<file path="src/rtl/gb_host_bridge.sv">
`default_nettype none
// ============================================================================
// Module   : gb_host_bridge
// Brief    : Host-side GhostBus master; turns a valid/ready request stream into
//            single-cycle write/read strobes and returns read data as a response.
//            Optional write acknowledge: define GB_BRIDGE_WRITE_ACK_EN.
// Revision : 1.0 - initial release
// ============================================================================
module gb_host_bridge #(
   parameter int AW           = 24,
   parameter int DW           = 32,
   parameter int READ_LATENCY = 2
) (
   input  logic          clk,
   input  logic          rst,
   input  logic          req_valid,
   output logic          req_ready,
   input  logic          req_we,
   input  logic [AW-1:0] req_addr,
   input  logic [DW-1:0] req_data,
   output logic          rsp_valid,
   input  logic          rsp_ready,
   output logic [DW-1:0] rsp_data,
   output logic          rsp_we,
   output logic          GBPORT_clk,
   output logic [AW-1:0] GBPORT_addr,
   output logic [DW-1:0] GBPORT_dout,
   input  logic [DW-1:0] GBPORT_din,
   output logic          GBPORT_we,
   output logic          GBPORT_wstb,
   output logic          GBPORT_rstb
);

   localparam logic [1:0] c_st_idle  = 2'd0;
   localparam logic [1:0] c_st_stb   = 2'd1;
   localparam logic [1:0] c_st_rwait = 2'd2;
   localparam logic [1:0] c_st_resp  = 2'd3;
   localparam logic [3:0] c_lat      = 4'(READ_LATENCY);

   logic [1:0]    r_state;
   logic [1:0]    w_state_next;
   logic [AW-1:0] r_addr;
   logic [DW-1:0] r_dout;
   logic          r_we;
   logic [3:0]    r_cnt;
   logic [DW-1:0] r_rsp_data;
   logic          w_accept;
   logic          w_req_ready;
   logic          w_rsp_valid;
   logic          w_rsp_we;
   logic          w_we;
   logic          w_wstb;
   logic          w_rstb;

   always_ff @(posedge clk) begin
      if (rst) begin
         r_state <= c_st_idle;
      end else begin
         r_state <= w_state_next;
      end
   end

   always_comb begin
      w_state_next = r_state;
      case (r_state)
         c_st_idle:  if (req_valid) w_state_next = c_st_stb;
         c_st_stb: begin
            if (!r_we) begin
               w_state_next = c_st_rwait;
            end else begin
`ifdef GB_BRIDGE_WRITE_ACK_EN
               w_state_next = c_st_resp;
`else
               w_state_next = c_st_idle;
`endif
            end
         end
         c_st_rwait: if (r_cnt == 4'd1) w_state_next = c_st_resp;
         c_st_resp:  if (rsp_ready) w_state_next = c_st_idle;
         default:    w_state_next = c_st_idle;
      endcase
   end

   // req_ready is masked by rst so nothing is offered while reset is held
   always_comb begin
      w_req_ready = (r_state == c_st_idle) && !rst;
      w_rsp_valid = (r_state == c_st_resp);
      w_wstb      = (r_state == c_st_stb) && r_we;
      w_rstb      = (r_state == c_st_stb) && !r_we;
      w_we        = (r_state == c_st_stb) && r_we;
      w_rsp_we    = 1'b0;
`ifdef GB_BRIDGE_WRITE_ACK_EN
      w_rsp_we    = (r_state == c_st_resp) && r_we;
`endif
   end

   assign w_accept = (r_state == c_st_idle) && req_valid;

   always_ff @(posedge clk) begin
      if (rst) begin
         r_addr     <= '0;
         r_dout     <= '0;
         r_we       <= 1'b0;
         r_cnt      <= 4'd0;
         r_rsp_data <= '0;
      end else begin
         if (w_accept) begin
            r_addr <= req_addr;
            r_dout <= req_data;
            r_we   <= req_we;
         end
         case (r_state)
            c_st_stb: begin
               r_cnt <= c_lat;
`ifdef GB_BRIDGE_WRITE_ACK_EN
               if (r_we) r_rsp_data <= '0;
`endif
            end
            c_st_rwait: begin
               r_cnt <= r_cnt - 4'd1;
               if (r_cnt == 4'd1) r_rsp_data <= GBPORT_din;
            end
            default: ;
         endcase
      end
   end

   assign req_ready   = w_req_ready;
   assign rsp_valid   = w_rsp_valid;
   assign rsp_data    = r_rsp_data;
   assign rsp_we      = w_rsp_we;
   assign GBPORT_clk  = clk;
   assign GBPORT_addr = r_addr;
   assign GBPORT_dout = r_dout;
   assign GBPORT_we   = w_we;
   assign GBPORT_wstb = w_wstb;
   assign GBPORT_rstb = w_rstb;

endmodule
`default_nettype wire

</file>
<file path="config.mk">
export PLATFORM = sky130hd
export DESIGN_NAME = gb_host_bridge
export DESIGN_NICKNAME = d
export VERILOG_FILES = /design/src/rtl/gb_host_bridge.sv
export SDC_FILE = /design/constraint.sdc
export NUM_CORES = 1
export LEC_CHECK = 0
export BUFFER_PORTS_ARGS = -buffer_cell sky130_fd_sc_hd__buf_4
export CAP_MARGIN = 20
export CORE_MARGIN = 10
export CORE_UTILIZATION = 40
export DETAILED_ROUTE_END_ITERATION = 6
export PLACE_DENSITY = 0.73
export SETUP_SLACK_MARGIN = 0.4
export SLEW_MARGIN = 20
export SYNTH_ARGS = -nofsm -noshare
export SYNTH_HDL_FRONTEND = slang
export SYNTH_SLANG_ARGS = --single-unit
</file>
<file path="constraint.sdc">
create_clock -name clk -period 2 [get_ports clk]
set_input_delay 0.1 -clock clk [delete_from_list [all_inputs] [get_ports clk]]
set_output_delay 0.1 -clock clk [all_outputs]
set_load 0.01 [all_outputs]
</file>
==> flow_summary_export.csv, run 1 <==
group,metric,value,unit
layout,layout_commonest_cell,"buf_4",
layout,fin_nets,804,
global_routing,antenna_found_initial,2,
route,ant_nets,0,
setup_path,worstSetupPathType,"flop to flop",
logic_synthesis,yosysTopAreaCell,"dfxtp_1",
placement,place_congestion,0.717,
global_routing,grtUsageTotal,0.192,
floorplan,io_pins,188,
setup_path,worst_ep_arrival_time,1.96,ns
route,met3_length,1210,um
floorplan,start_util,0.407,
layout,ff_latch_area,1910,um2
timing,final_max_slew_viol_count,0,
power_and_ir_drop,cell_internal_pwr,3170,uW
setup_path,required,2.37,ns
setup_path,cp-end-kind,"flop",
power_and_ir_drop,vdd_ir_drop_max,0.464,mV
route,drt-total-wl,12800,um
layout,final_cell_mix,"buf_4, nand2_1, a21oi_1",
timing,whs,0.206,ns
layout,fillers,633,
clock_network,cts_setup_buffers,0,
min_path,min_path_type,"primary input to flop",
logic_synthesis,synthTopCellsByArea,"dfxtp_1, nand2_1, a21oi_1",
logic_synthesis,synth_top_area_frac,0.541,
route,met1_length,5240,um
power_and_ir_drop,p_switching,1240,uW
clock_network,cts.clk_slew.worst_paths,0.10,ns
layout,syn_to_final_growth,74.0,%
setup_path,path_max_fanout,4,
logic_synthesis,yosysSeqAreaShare,0.541,
timing,tightest_slew,0.806,ns
clock_network,cts_tree,"built",
timing,slew_headroom,0.463,
route,drc,0,
timing,tns,0,ns
route,avgRoutedWirePerCell,15.6,um
logic_synthesis,synth_area,3520,um2
setup_path,start_kind,"flop",
timing,max_freq,0.632,GHz
logic_synthesis,synth_cell_types,29,
outcome,status,"completed",
job,max_cap_viol_count,0,
timing,fin_crit_sh,0.791,
timing,rsz0062_at_grt,"true",
global_routing,grt_start_max_net_pins,78,
power_and_ir_drop,clkPwrFrac,0.303,
placement,port_buffers,186,
route,highest_layer,"met4",
logic_synthesis,synthCells,441,
power_and_ir_drop,power_density,720,nW/um2
power_and_ir_drop,p_sw_frac,0.281,
power_and_ir_drop,seqPwrFrac,0.472,
route,first_iter_violations,294,
min_path,min_from,"req_valid",
timing,hold_viol_final,0,
timing,setup_violations,0,
floorplan,die_h,114,um
power_and_ir_drop,combinationalPowerShare,0.225,
power_and_ir_drop,p_leak,0.00266,uW
floorplan,dieArea,12900,um2
setup_path,setup.worst_path.start,"r_cnt[1]",
route,avgViaCountPerCell,4.80,
global_routing,grt_overflow,0,
layout,multi_input_area,1470,um2
layout,layout-drive-gt1-share,0.317,
route,dr.pass1.iters,6,
floorplan,num_rows,34,
route,wl_met2,6100,um
logic_synthesis,synth_nets,541,
floorplan,fp.dieW,114,um
global_routing,grt_pass1_vias,4117,
logic_synthesis,ys_seq_elements,95,
global_routing,grt_first_pass_wirelength,20500,um
timing,min_period,1.58,ns
route,dr_total_vias,3935,
placement,dp_hpwl,8070,um
logic_synthesis,yosysWarnings,0,
logic_synthesis,syn_area_per_cell,7.98,um2
floorplan,coreArea,8640,um2
timing,fin_skew,0.0118,ns
clock_network,clkLatencyLatePin,0.45,ns
setup_path,timing.rr.start,"r_cnt[1]",
-- critical path, cell delays in order (launching register included) --
cell and delay [ns]:
dfxtp_2 0.35, inv_2 0.07, ha_4 0.13, or3b_4 0.39, a2111oi_4 0.36, mux2i_1 0.21
-- layer usage --
metal,GRT usage,up-vias
met2,0.321,165
met3,0.0714,22
met5,0,-
met1,0.218,1809
met4,0.0769,0
li1,-,1939
-- path summary, 6_finish.rpt --
path / to / slack (ns) / cells past startpoint
setup / recovery: flop / 0.42 / 5
setup reg to reg: flop / 0.42 / 5
hold / removal: r_state[0] / 0.21 / 4
hold reg to reg: GBPORT_addr[1] / 0.46 / 2
-- cell usage after synthesis --
| cell type | count |
|---|---|
| and2_1 | 2 |
| a21oi_1 | 92 |
| a311oi_1 | 1 |
| or3b_4 | 1 |
| nand2_1 | 180 |
| nor2_1 | 1 |
| buf_4 | 3 |
| ha_1 | 7 |
| buf_2 | 10 |
| buf_1 | 1 |
| o21ai_1 | 2 |
| a211o_1 | 1 |
| a2111oi_4 | 1 |
| conb_1 | 1 |
| o31a_1 | 1 |
| nand4b_1 | 2 |
| a211oi_2 | 1 |
| inv_1 | 4 |
| nand2b_1 | 2 |
| clkbuf_1 | 21 |
| nor3_1 | 1 |
| mux2i_1 | 1 |
| dfxtp_1 | 95 |
| and4bb_1 | 1 |
| nor2b_1 | 5 |
| nor4_1 | 1 |
| nand3_1 | 1 |
| nand4bb_1 | 1 |
| inv_2 | 1 |
-- final cells by class --
class,instances,area share
tap,108,0.0221
multi-input combinational,306,0.240
clock inverter,4,0.00470
clock buffer,16,0.0317
antenna,2,0.000817
timing repair buffer,283,0.385
inverter,5,0.00347
sequential,95,0.312
-- flip-flops by register name, summed over array words and instances (netlist names), named ones only --
signal / count
GBPORT_dout: 32
rsp_data: 32
GBPORT_addr: 24
r_cnt: 4
r_state: 1
r_we: 1
-- stage by stage --
step	setup WS, ns	cells	total power, uW	utilization	area, um2
finish	0.418	819	4410	0.709	6120
global route	0.324	819	4660	0.709	6120
CTS	0.418	817	4440	0.704	6080
detailed placement	0.374	709	2980	0.575	4970
global placement	0.421	709	2960	0.575	4970
floorplan	0.457	441	2560	-	3520
-- logic make-up (layout without fill, tap and decap cells) --
family,after synthesis,in the layout,share of synthesized area
and+or+nand+nor,198,198,0.229
DFF,95,95,0.541
adders and majority gates,7,7,0.0249
AOI/OAI and AO/OA,99,99,0.153
buffers and inverters,40,308,0.0494
other,1,3,0.00107
muxes,1,1,0.00285
-- repair_timing --
item                                    4_1_cts  5_1_grt
endpoints found under the hold margin        89        0
endpoints found under the setup margin        2       32
hold buffers                                 89        0
pin swaps                                     1        1
resized for setup                             5        9
-- power by group through the flow --
stage | sequential, uW | clock [uW] | combinational [uW]
after global placement | 2110 | 41.2 | 803
after floorplan | 2160 | 41.2 | 357
after global routing | 2100 | 1460 | 1090
after detailed placement | 2120 | 41.2 | 822
final | 2080 | 1330 | 993
after CTS | 2080 | 1390 | 965
(Power assumes the default switching activity.)
==> run 2: changes to the inputs <==
--- a/config.mk
+++ b/config.mk
@@ -10,7 +10,7 @@
 export CORE_MARGIN = 10
 export CORE_UTILIZATION = 40
 export DETAILED_ROUTE_END_ITERATION = 6
-export PLACE_DENSITY = 0.73
+export PLACE_DENSITY = 0.75
 export SETUP_SLACK_MARGIN = 0.4
 export SLEW_MARGIN = 20
 export SYNTH_ARGS = -nofsm -noshare
==> constraint.sdc (replaced) <==
create_clock -name clk -period 1.35 [get_ports clk]
set_input_delay 0.0675 -clock clk [delete_from_list [all_inputs] [get_ports clk]]
set_output_delay 0.0675 -clock clk [all_outputs]
set_load 0.01 [all_outputs]
==> flow_summary_export.csv, run 2 <==
group,metric,value,unit
floorplan,io_pins,188,
logic_synthesis,yosysWarnings,0,
timing,worst-ep-kind,"register data pin",
logic_synthesis,yosysTopAreaCell,"dfxtp_1",
logic_synthesis,async_flop_share,0,
floorplan,fp.dieW,114,um
floorplan,die_h,114,um
logic_synthesis,synth_nets,541,
logic_synthesis,syn_area_per_cell,7.98,um2
placement,placed_cells,717,
placement,port_buffers,186,
placement,dp_hpwl,8570,um
logic_synthesis,ys.flop_type,"dfxtp_1",
timing,postGrtWorstEndpoint,"_688_/D",
outcome,haltStage,"global routing",
placement,place_congestion,0.789,
logic_synthesis,synthTopCellsByArea,"dfxtp_1, nand2_1, a21oi_1",
floorplan,num_rows,34,
logic_synthesis,synthCells,441,
global_routing,grt_start_max_net_pins,37,
logic_synthesis,yosysSeqAreaShare,0.541,
outcome,status,"did not finish",
logic_synthesis,ys_seq_elements,95,
logic_synthesis,yosysMostFrequentCell,"nand2_1",
logic_synthesis,synth_area,3520,um2
logic_synthesis,synth-edff-count,0,
logic_synthesis,synthTopCellsByCount,"nand2_1, dfxtp_1, a21oi_1, clkbuf_1, buf_2",
logic_synthesis,synth_top_area_frac,0.541,
floorplan,start_util,0.407,
logic_synthesis,synth_cell_types,29,
outcome,stop_error,"[ERROR DPL-0038] Utilization greater than 100%, impossible to legalize",
==> run 2: cell counts after synthesis <==
Identical to the previous run, type by type.
==> run 2: cells by family after synthesis <==
group	count (synthesis)	share of synthesized area
fa+ha+maj	7	0.0249
buf+inv	40	0.0494
mux	1	0.00285
flops	95	0.541
compound gates	99	0.153
other cells	1	0.00107
simple gates	198	0.229
==> run 2: what timing repair did <==
item | CTS
hold buffers | 89
pin swaps | 65
resized for setup | 287
gates cloned | 12
endpoints found under the setup margin | 189
endpoints found under the hold margin | 89
setup buffers | 30
==> run 2: metrics by stage <==
stage | hold slack, ns | area, um2 | util | setup slack, ns | TNS [ns]
after CTS | 0.0364 | 7720 | 0.894 | -0.161 | -4.63
after global placement | 0.159 | 5160 | 0.598 | -0.0885 | -0.136
after detailed placement | 0.159 | 5160 | 0.598 | -0.142 | -2.24
after floorplan | 0.159 | 3620 | - | -0.0883 | -1.04
==> run 3: changes to the inputs <==
--- a/config.mk
+++ b/config.mk
@@ -8,10 +8,9 @@
 export BUFFER_PORTS_ARGS = -buffer_cell sky130_fd_sc_hd__buf_4
 export CAP_MARGIN = 20
 export CORE_MARGIN = 10
-export CORE_UTILIZATION = 40
+export CORE_UTILIZATION = 25
 export DETAILED_ROUTE_END_ITERATION = 6
-export PLACE_DENSITY = 0.75
-export SETUP_SLACK_MARGIN = 0.4
+export PLACE_DENSITY_LB_ADDON = 0.15
 export SLEW_MARGIN = 20
 export SYNTH_ARGS = -nofsm -noshare
 export SYNTH_HDL_FRONTEND = slang
==> constraint.sdc (replaced) <==
create_clock -name clk -period 1.8 [get_ports clk]
set_input_delay 0.09 -clock clk [delete_from_list [all_inputs] [get_ports clk]]
set_output_delay 0.09 -clock clk [all_outputs]
set_load 0.01 [all_outputs]
==> flow_summary_export.csv, run 3 (synthesized netlist as in run 1, its figures left out) <==
group,metric,value,unit
outcome,status,"completed",
setup_path,cp-end-kind,"flop",
floorplan,coreArea,13800,um2
layout,layout_commonest_cell,"buf_4",
layout,fillers,1319,
setup_path,worstSetupPathType,"flop to flop",
layout,final_cell_mix,"buf_4, nand2_1, dfxtp_1",
timing,rsz0062_at_grt,"false",
layout,n_antenna_cell,0,
floorplan,start_util,0.254,
power_and_ir_drop,cell_internal_pwr,4240,uW
power_and_ir_drop,power_density,896,nW/um2
layout,layout-drive-gt1-share,0.309,
timing,setup_violations,0,
timing,fin_skew,0.00633,ns
setup_path,critPathTopFamily,"simple AND/OR/NAND/NOR gates",
route,avgRoutedWirePerCell,14.5,um
placement,dp_hpwl,8800,um
floorplan,fp.dieW,139,um
timing,max_freq,0.602,GHz
power_and_ir_drop,seqPwrFrac,0.403,
route,drt-total-wl,12900,um
timing,final_max_slew_viol_count,0,
min_path,min_path_type,"primary input to flop",
floorplan,io_pins,188,
setup_path,path_max_fanout,5,
setup_path,crit_chain,"ha_1 > or3b_4 > a2111oi_4 > mux2i_1",
layout,syn_to_final_growth,81.8,%
global_routing,grt_start_max_net_pins,44,
timing,fin_crit_sh,0.923,
floorplan,die_h,139,um
timing,whs,0.112,ns
power_and_ir_drop,combinationalPowerShare,0.196,
setup_path,required,2.19,ns
layout,fin_nets,804,
route,dr.pass1.iters,4,
job,max_cap_viol_count,0,
setup_path,reg2reg_slack,0.14,ns
placement,port_buffers,186,
timing,hold_viol_final,0,
placement,placed_cells,781,
global_routing,antenna_found_initial,0,
global_routing,grt_first_pass_wirelength,20500,um
setup_path,start_kind,"flop",
clock_network,cts_tree,"built",
power_and_ir_drop,p_leak,0.00275,uW
power_and_ir_drop,p_sw_frac,0.260,
clock_network,cts.clk_slew.worst_paths,0.07,ns
power_and_ir_drop,vdd_ir_drop_max,0.538,mV
route,drc,0,
timing,min_period,1.66,ns
setup_path,slowest_delay,0.41,ns
floorplan,dieArea,19200,um2
global_routing,grt_pass1_vias,3982,
global_routing,grtUsageTotal,0.130,
route,ant_nets,0,
clock_network,clkLatencyLatePin,0.46,ns
placement,place_congestion,0.737,
route,avgViaCountPerCell,4.34,
power_and_ir_drop,clkPwrFrac,0.402,
clock_network,cts_resized,0,
power_and_ir_drop,p_switching,1490,uW
timing,slew_headroom,0.647,
setup_path,cp_num_buf_inv,0,
setup_path,worst_ep_arrival_time,2.05,ns
timing,tightest_slew,0.530,ns
route,first_iter_violations,158,
global_routing,grt_overflow,0,
setup_path,slowest_stage,"or3b_4",
route,dr_total_vias,3854,
floorplan,num_rows,43,
layout,fin_cells,889,
timing,tns,0,ns
==> run 3: area by class of cell <==
cell class,count,area [um2],share of cell area
multi-input combinational,306,1450,0.226
clock inverter,5,57.6,0.00900
inverter,5,18.8,0.00293
clock buffer,15,325,0.0509
timing repair buffer,283,2420,0.379
sequential,95,1900,0.297
tap,180,225,0.0352
==> run 3: through the flow <==
stage          setup slack (ns)  instance area [um2]  utilization  power [uW]
2_1_floorplan             0.257                 3520            -        2850
3_3_place_gp              0.205                 5130        0.371        3360
3_5_place_dp              0.128                 5130        0.371        3370
4_1_cts                   0.112                 6400        0.463        5850
5_1_grt                  0.0261                 6400        0.463        6020
6_report                  0.139                 6400        0.463        5740
==> run 3: path summary, 6_finish.rpt <==
kind	startpoint	end	cells past startpoint
hold reg to reg	GBPORT_dout[1]	GBPORT_dout[1]	2
setup reg to reg	r_cnt[0]	flop	4
setup / recovery	r_cnt[0]	flop	4
hold / removal	rst	GBPORT_addr[1]	2
==> run 3: per-layer routing <==
layer	global-route usage	vias to the layer above	share of wire
li1	-	1945	-
met1	0.153	1739	0.44
met2	0.193	152	0.43
met3	0.0671	18	0.11
met4	0.0599	0	0.020
met5	0	-	0
==> run 3: power groups by stage <==
stage,Clock (uW),Sequential [uW],Combinational (uW)
after floorplan,45.8,2400,397
after global placement,45.8,2350,964
after detailed placement,45.8,2360,973
after CTS,2400,2310,1140
after global routing,2450,2330,1240
final,2300,2310,1120
==> run 3: what timing repair did <==
| item | CTS | global route |
|---|---|---|
| endpoints found under the hold margin | 89 | 0 |
| buffers inserted | 0 | 0 |
| setup endpoints to repair | 0 | 0 |
| hold buffers | 89 | 0 |
